### config.mk
export PLATFORM = sky130hd
export DESIGN_NAME = op_sequencer
export DESIGN_NICKNAME = d
export VERILOG_FILES = /design/src/rtl/op_sequencer.sv
export SDC_FILE = /design/constraint.sdc
export NUM_CORES = 1
export LEC_CHECK = 0
export CORE_MARGIN = 2
export CORE_UTILIZATION = 25
export DETAILED_ROUTE_END_ITERATION = 8
export SKIP_CTS_REPAIR_TIMING = 1
export SLEW_MARGIN = 20
export SYNTH_ARGS = -nofsm -noshare
export SYNTH_HDL_FRONTEND = slang
export SYNTH_SLANG_ARGS = --single-unit
### constraint.sdc
create_clock -name clk -period 1.9 [get_ports clk]
set_clock_uncertainty 0.05 [all_clocks]
set_input_delay 0.19 -clock clk [delete_from_list [all_inputs] [get_ports clk]]
set_output_delay 0.19 -clock clk [all_outputs]
set_load 0.005 [all_outputs]
### src/rtl/op_sequencer.sv
// op_sequencer: IDLE/EXEC/DONE sequencer driving an external operation unit.
// Define OP_SEQUENCER_FLAGS_EN to build the zero/negative/overflow flag registers.
module op_sequencer #(
    parameter int width = 16
) (
    input  logic             clk,
    input  logic             reset_n,
    input  logic             instr_valid,
    output logic             instr_ready,
    input  logic [1:0]       opcode,
    input  logic [width-1:0] a_in,
    input  logic [width-1:0] b_in,
    output logic [width-1:0] Ain,
    output logic [width-1:0] Bin,
    output logic             addSubVals,
    output logic             andVals,
    output logic             notBVal,
    output logic             sub,
    input  logic [width-1:0] computedValue,
    input  logic             overflow,
    output logic [width-1:0] result,
    output logic             result_valid,
    input  logic             result_ready,
    output logic             flag_z,
    output logic             flag_n,
    output logic             flag_v
);

    typedef enum logic [1:0] {
        S_IDLE = 2'b00,
        S_EXEC = 2'b01,
        S_DONE = 2'b10
    } state_t;

    localparam logic [1:0] OP_ADD = 2'b00;
    localparam logic [1:0] OP_SUB = 2'b01;
    localparam logic [1:0] OP_AND = 2'b10;
    localparam logic [1:0] OP_NOT = 2'b11;

    state_t           r_state;
    logic [width-1:0] r_a;
    logic [width-1:0] r_b;
    logic [width-1:0] r_result;
    logic             r_instr_ready;
    logic             r_result_valid;
    logic             r_add_sub;
    logic             r_sub;
    logic             r_and;
    logic             r_not;

    // Controls are decoded at the accepting edge so they are high for exactly the EXEC cycle.
    always_ff @(posedge clk or negedge reset_n) begin
        if (!reset_n) begin
            r_state        <= S_IDLE;
            r_instr_ready  <= 1'b1;
            r_result_valid <= 1'b0;
            r_a            <= '0;
            r_b            <= '0;
            r_result       <= '0;
            r_add_sub      <= 1'b0;
            r_sub          <= 1'b0;
            r_and          <= 1'b0;
            r_not          <= 1'b0;
        end else begin
            unique case (r_state)
                S_IDLE: begin
                    if (instr_valid) begin
                        r_a           <= a_in;
                        r_b           <= b_in;
                        r_state       <= S_EXEC;
                        r_instr_ready <= 1'b0;
                        r_add_sub     <= 1'b0;
                        r_sub         <= 1'b0;
                        r_and         <= 1'b0;
                        r_not         <= 1'b0;
                        unique case (opcode)
                            OP_ADD: r_add_sub <= 1'b1;
                            OP_SUB: begin
                                r_add_sub <= 1'b1;
                                r_sub     <= 1'b1;
                            end
                            OP_AND: r_and <= 1'b1;
                            OP_NOT: r_not <= 1'b1;
                            default: r_add_sub <= 1'b0;
                        endcase
                    end
                end
                S_EXEC: begin
                    r_result       <= computedValue;
                    r_result_valid <= 1'b1;
                    r_add_sub      <= 1'b0;
                    r_sub          <= 1'b0;
                    r_and          <= 1'b0;
                    r_not          <= 1'b0;
                    r_state        <= S_DONE;
                end
                S_DONE: begin
                    if (result_ready) begin
                        r_state        <= S_IDLE;
                        r_result_valid <= 1'b0;
                        r_instr_ready  <= 1'b1;
                    end
                end
                default: begin
                    r_state        <= S_IDLE;
                    r_instr_ready  <= 1'b1;
                    r_result_valid <= 1'b0;
                end
            endcase
        end
    end

`ifdef OP_SEQUENCER_FLAGS_EN
    logic r_flag_z;
    logic r_flag_n;
    logic r_flag_v;

    // Overflow only means something for ADD/SUB; logic ops clear V.
    always_ff @(posedge clk or negedge reset_n) begin
        if (!reset_n) begin
            r_flag_z <= 1'b0;
            r_flag_n <= 1'b0;
            r_flag_v <= 1'b0;
        end else if (r_state == S_EXEC) begin
            r_flag_z <= (computedValue == '0);
            r_flag_n <= computedValue[width-1];
            r_flag_v <= overflow & r_add_sub;
        end
    end

    assign flag_z = r_flag_z;
    assign flag_n = r_flag_n;
    assign flag_v = r_flag_v;
`else
    logic w_unused_ovf;

    assign w_unused_ovf = overflow;
    assign flag_z       = 1'b0;
    assign flag_n       = 1'b0;
    assign flag_v       = 1'b0;
`endif

    assign instr_ready  = r_instr_ready;
    assign result_valid = r_result_valid;
    assign result       = r_result;
    assign Ain          = r_a;
    assign Bin          = r_b;
    assign addSubVals   = r_add_sub;
    assign sub          = r_sub;
    assign andVals      = r_and;
    assign notBVal      = r_not;

endmodule
After elaboration in Yosys (flattened, before gate mapping)
Index checks and enable logic that the tools add are counted.
- reductions and logical operators: 9
- eq/ne operators: 7
- bitwise logic cells: 2
- muxes and demuxes: 20
- operators with widths (kind ; number):
    2-to-1 mux 1 bit ; 11
    one-hot mux 1 bit (2 select lines) ; 4
    AND reduction 2 bit ; 4
    equality test 2 bit, second input constant ; 3
    one-hot mux 1 bit (3 select lines) ; 2
    one-hot mux 2 bit (3 select lines) ; 1
    equality test 2 x 1 -> 1 bit, second input constant ; 2
    zero test 2 bit ; 2
    2-to-1 mux 2 bit ; 2
    inequality test 2 bit, second input constant ; 2
    AND reduction 3 bit ; 1
    NOT 1 bit ; 2
    nonzero test 2 bit ; 1
    OR reduction 2 bit ; 1
- bits in registers: 56
- output and inout port bits: 57
- bits of input ports: 55

Logic depth before layout (Yosys ltp)
- word-level depth: 5
- mapped depth: 5
- depth with buffers taken out: 3

Worst setup path before layout
OpenSTA, ideal clock, no wires.
- kind: register -> register
- start: register r_state[1]
- end: register r_a[0], in the netlist Ain[0]
- clock period less this slack: 1.466 ns
- cell stages (with the launch flop): 5
- setup time: 0.125 ns
- path buffers: 2
- arrival time: 1.291 ns
- setup slack: 0.434 ns
- cell sequence: dfrtp_1 > buf_6 > nor3_4 > buf_6 > mux2_2
- word-level cells in the longest chain between the ends: 2
- RTL lines (item ; line ; RTL):
    from (decl) ; 40 ; state_t r_state;
    from (signal assigned) ; 54 ; r_state <= S_IDLE;
    from (signal assigned) ; 70 ; r_state <= S_EXEC;
    from (signal assigned) ; 95 ; r_state <= S_DONE;
    zero test 2 bit ; 65 ; unique case (r_state)
    AND reduction 2 bit (no line) ; n/a ;
    to (signal assigned) ; 68 ; r_a <= a_in;
    to (decl) ; 41 ; logic [width-1:0] r_a;
No other way between the ends.
A chain may end at the register's enable or synchronous reset.

Worst setup path after layout
- start: register r_instr_ready, in the netlist instr_ready
- end: output instr_ready
- RTL lines (item ; line ; RTL):
    from (decl) ; 44 ; logic r_instr_ready;
    from (signal assigned) ; 55 ; r_instr_ready <= 1'b1;
    from (signal assigned) ; 71 ; r_instr_ready <= 1'b0;
    from (signal assigned) ; 101 ; r_instr_ready <= 1'b1;
    to (decl) ; 9 ; output logic instr_ready,
No word-level cell between the ends.

==> results.yml <==
setup_path:
  critical_path_peak_fanout: 3
  reg2reg_from: "r_state[1]"
  crit_family: "flip-flops"
  cp_cell_sequence: "clkdlybuf4s50_1"
  crit_required_ns: 1.66
  crit_slowest_cell: "dfstp_2"
  path_class: "reg -> out"
  cp_num_buf_inv: 1
  slowest_delay_ns: 0.56
  end_kind: "primary output"
  worstPathArrival_ns: 1.39
  startpoint: "instr_ready"
  cp-start-kind: "flip-flop"
clock_tree:
  numClockSinks: 56
  cts_made_buffers: 5
  clkLatencyLatePin_ns: 0.31
  h-tree-depth: 2
  cts_tree: "built"
  clkTransAtPathRegs_ns: 0.11
  cts-root-buf: "clkbuf_8"
  cts_buffer_depth: 2
sta:
  min_period_ns: 1.634
  hold_violations: 0
  max_freq_mhz: 612.1
  slew_viol_final: 0
  tns_ns: 0
  rsz0062_at_grt: "no"
  post-route-period-util: 0.8598
  setup_viol: 0
outcome:
  outcome: "finished, final reports clean"
pwr:
  seqPwrFrac: 0.416
  switchingPower_w: 0.001394
  p_leak_nw: 1.389
  swShare: 0.2732
  powerDensity_mw_per_mm2: 1480
  comb_power_share: 0.449
  peakVddDrop_uv: 548.9
  p_int_w: 0.003709
  clkPwrFrac: 0.135
placed_design:
  port_buffers: 107
  place_inst: 346
  gp_congestion: 0.6586
  dp_hpwl_um: 3534
final_layout:
  fin_cells: 355
  diodes: 0
  fin_nets: 304
  area.growth.synth_to_final_pct: 59.16
  fill_cells: 792
  fin_util: 0.4153
  drive_gt1_frac: 0.2520
drt:
  vias: 1518
  wl_um: 4938
  drc_errors: 0
  postRouteAntennaNets: 0
  first_pass_iters: 3
  via_per_inst: 4.276
  dr.first_iter.drc_count: 43
  wl_per_cell_um: 13.91
yosys:
  synth.distinct_cells: 22
  yosysTopAreaCell: "dfrtp_1"
  synth_area_leaders: "dfrtp_1, mux2_2, buf_6, o21ai_0, buf_4"
  avgSynthCellArea_um2: 15.69
  synth_top_area_share: 0.6355
  synth_cells: 138
  yosysWarnings: 0
  ys_ff_latch: 56
  seq_area_frac_synth: 0.6476
  netlist_area_mm2: 0.002166
die:
  rows: 33
  core_area_mm2: 0.008299
  die_w_um: 97.08
  die-area_mm2: 0.009424
  die_h_um: 97.08
  start_util: 0.2610
  ios: 112
global_routing:
  antenna_found_initial: 0
  grt_max_degree: 34
  grt_usage: 0.1095
  grt_pass1_wl_um: 8404
  grt_pass1_vias: 1654
  overflow: 0
job:
  max-cap-violations: 0
worst_hold_path:
  worstHoldPathType: "in -> async"
==> path summary, 6_finish.rpt <==
kind,cells past startpoint,slack (ns),end
worst max-delay path,1,0.27,instr_ready
worst min-delay path,2,0.28,Bin[7]
worst max register to register,3,0.33,result[5]
worst min register to register,1,0.46,result_valid
max in group asynchronous,3,0.90,instr_ready
min in group clk,2,0.43,result[10]
==> final cells by class <==
class	count	area, µm²	share of cell area
inverter	2	7.507	0.002178
clock inverter	2	15.01	0.004356
tap	105	131.4	0.03811
sequential	56	1403	0.4069
clock buffer	6	82.58	0.02396
multi-input combinational	73	684.4	0.1985
timing repair buffer	111	1124	0.3260
==> cells in the mapped netlist, drive strengths merged <==
cell     n
conb     1
nand2    3
o31ai    1
or3      1
nand3    1
nand3b   1
nor2     1
dfstp    1
a21oi    1
dfrtp   55
nor2b    1
inv      2
o21ai    8
buf      8
mux2    48
nor3     2
o41ai    1
clkbuf   1
o21a     1
==> state kept, by name, indices dropped and copies added (netlist names) <==
| signal | cells |
|---|---|
| Ain | 16 |
| Bin | 16 |
| addSubVals | 1 |
| andVals | 1 |
| instr_ready | 1 |
| notBVal | 1 |
| r_state | 2 |
| result | 16 |
| result_valid | 1 |
| sub | 1 |
==> cells in the final DEF (no fill, tap or decap), types with 2 or more instances in the layout <==
master / n
clkinvlp_4: 2
conb_1: 3
clkbuf_8: 6
nand2_1: 2
buf_12: 2
clkdlybuf4s50_1: 106
mux2_2: 48
inv_1: 2
dfrtp_1: 55
o21ai_0: 8
==> power by group through the flow <==
stage                     Combinational [W]  Sequential (W)  Clock, W
after floorplan                    0.000907         0.00214         0
after global placement              0.00232         0.00212         0
after detailed placement            0.00233         0.00214         0
after CTS                           0.00234         0.00213  0.000747
after global routing                0.00246         0.00221  0.000791
final                               0.00229         0.00212  0.000690
==> logic make-up after synthesis <==
| logic type | Yosys count | share of synthesized area |
|---|---|---|
| buf+inv | 11 | 0.03986 |
| flops | 56 | 0.6476 |
| mux | 48 | 0.2496 |
| compound gates | 12 | 0.03178 |
| other cells | 1 | 0.001731 |
| simple gates | 10 | 0.02947 |
==> per-stage QoR <==
step	area, µm²	setup WS (ns)	total power [W]	hold slack, ns
6_report	3447	0.2663	0.005103	0.2812
5_1_grt	3447	0.2228	0.005463	0.3161
4_1_cts	3437	0.2416	0.005215	-0.2565
3_5_place_dp	3339	0.1507	0.004472	0.09238
3_3_place_gp	3339	0.1591	0.004436	0.09798
2_1_floorplan	2173	0.4341	0.003051	-0.1556
==> per-layer routing <==
layer	vias to the layer above	GRT usage	routed length, µm
li1	697	-	-
met1	765	0.1420	2138
met2	51	0.1779	2437
met3	5	0.03597	313
met4	0	0.02600	49
met5	-	0	0
Note: power is estimated with default switching activity, not from simulation.
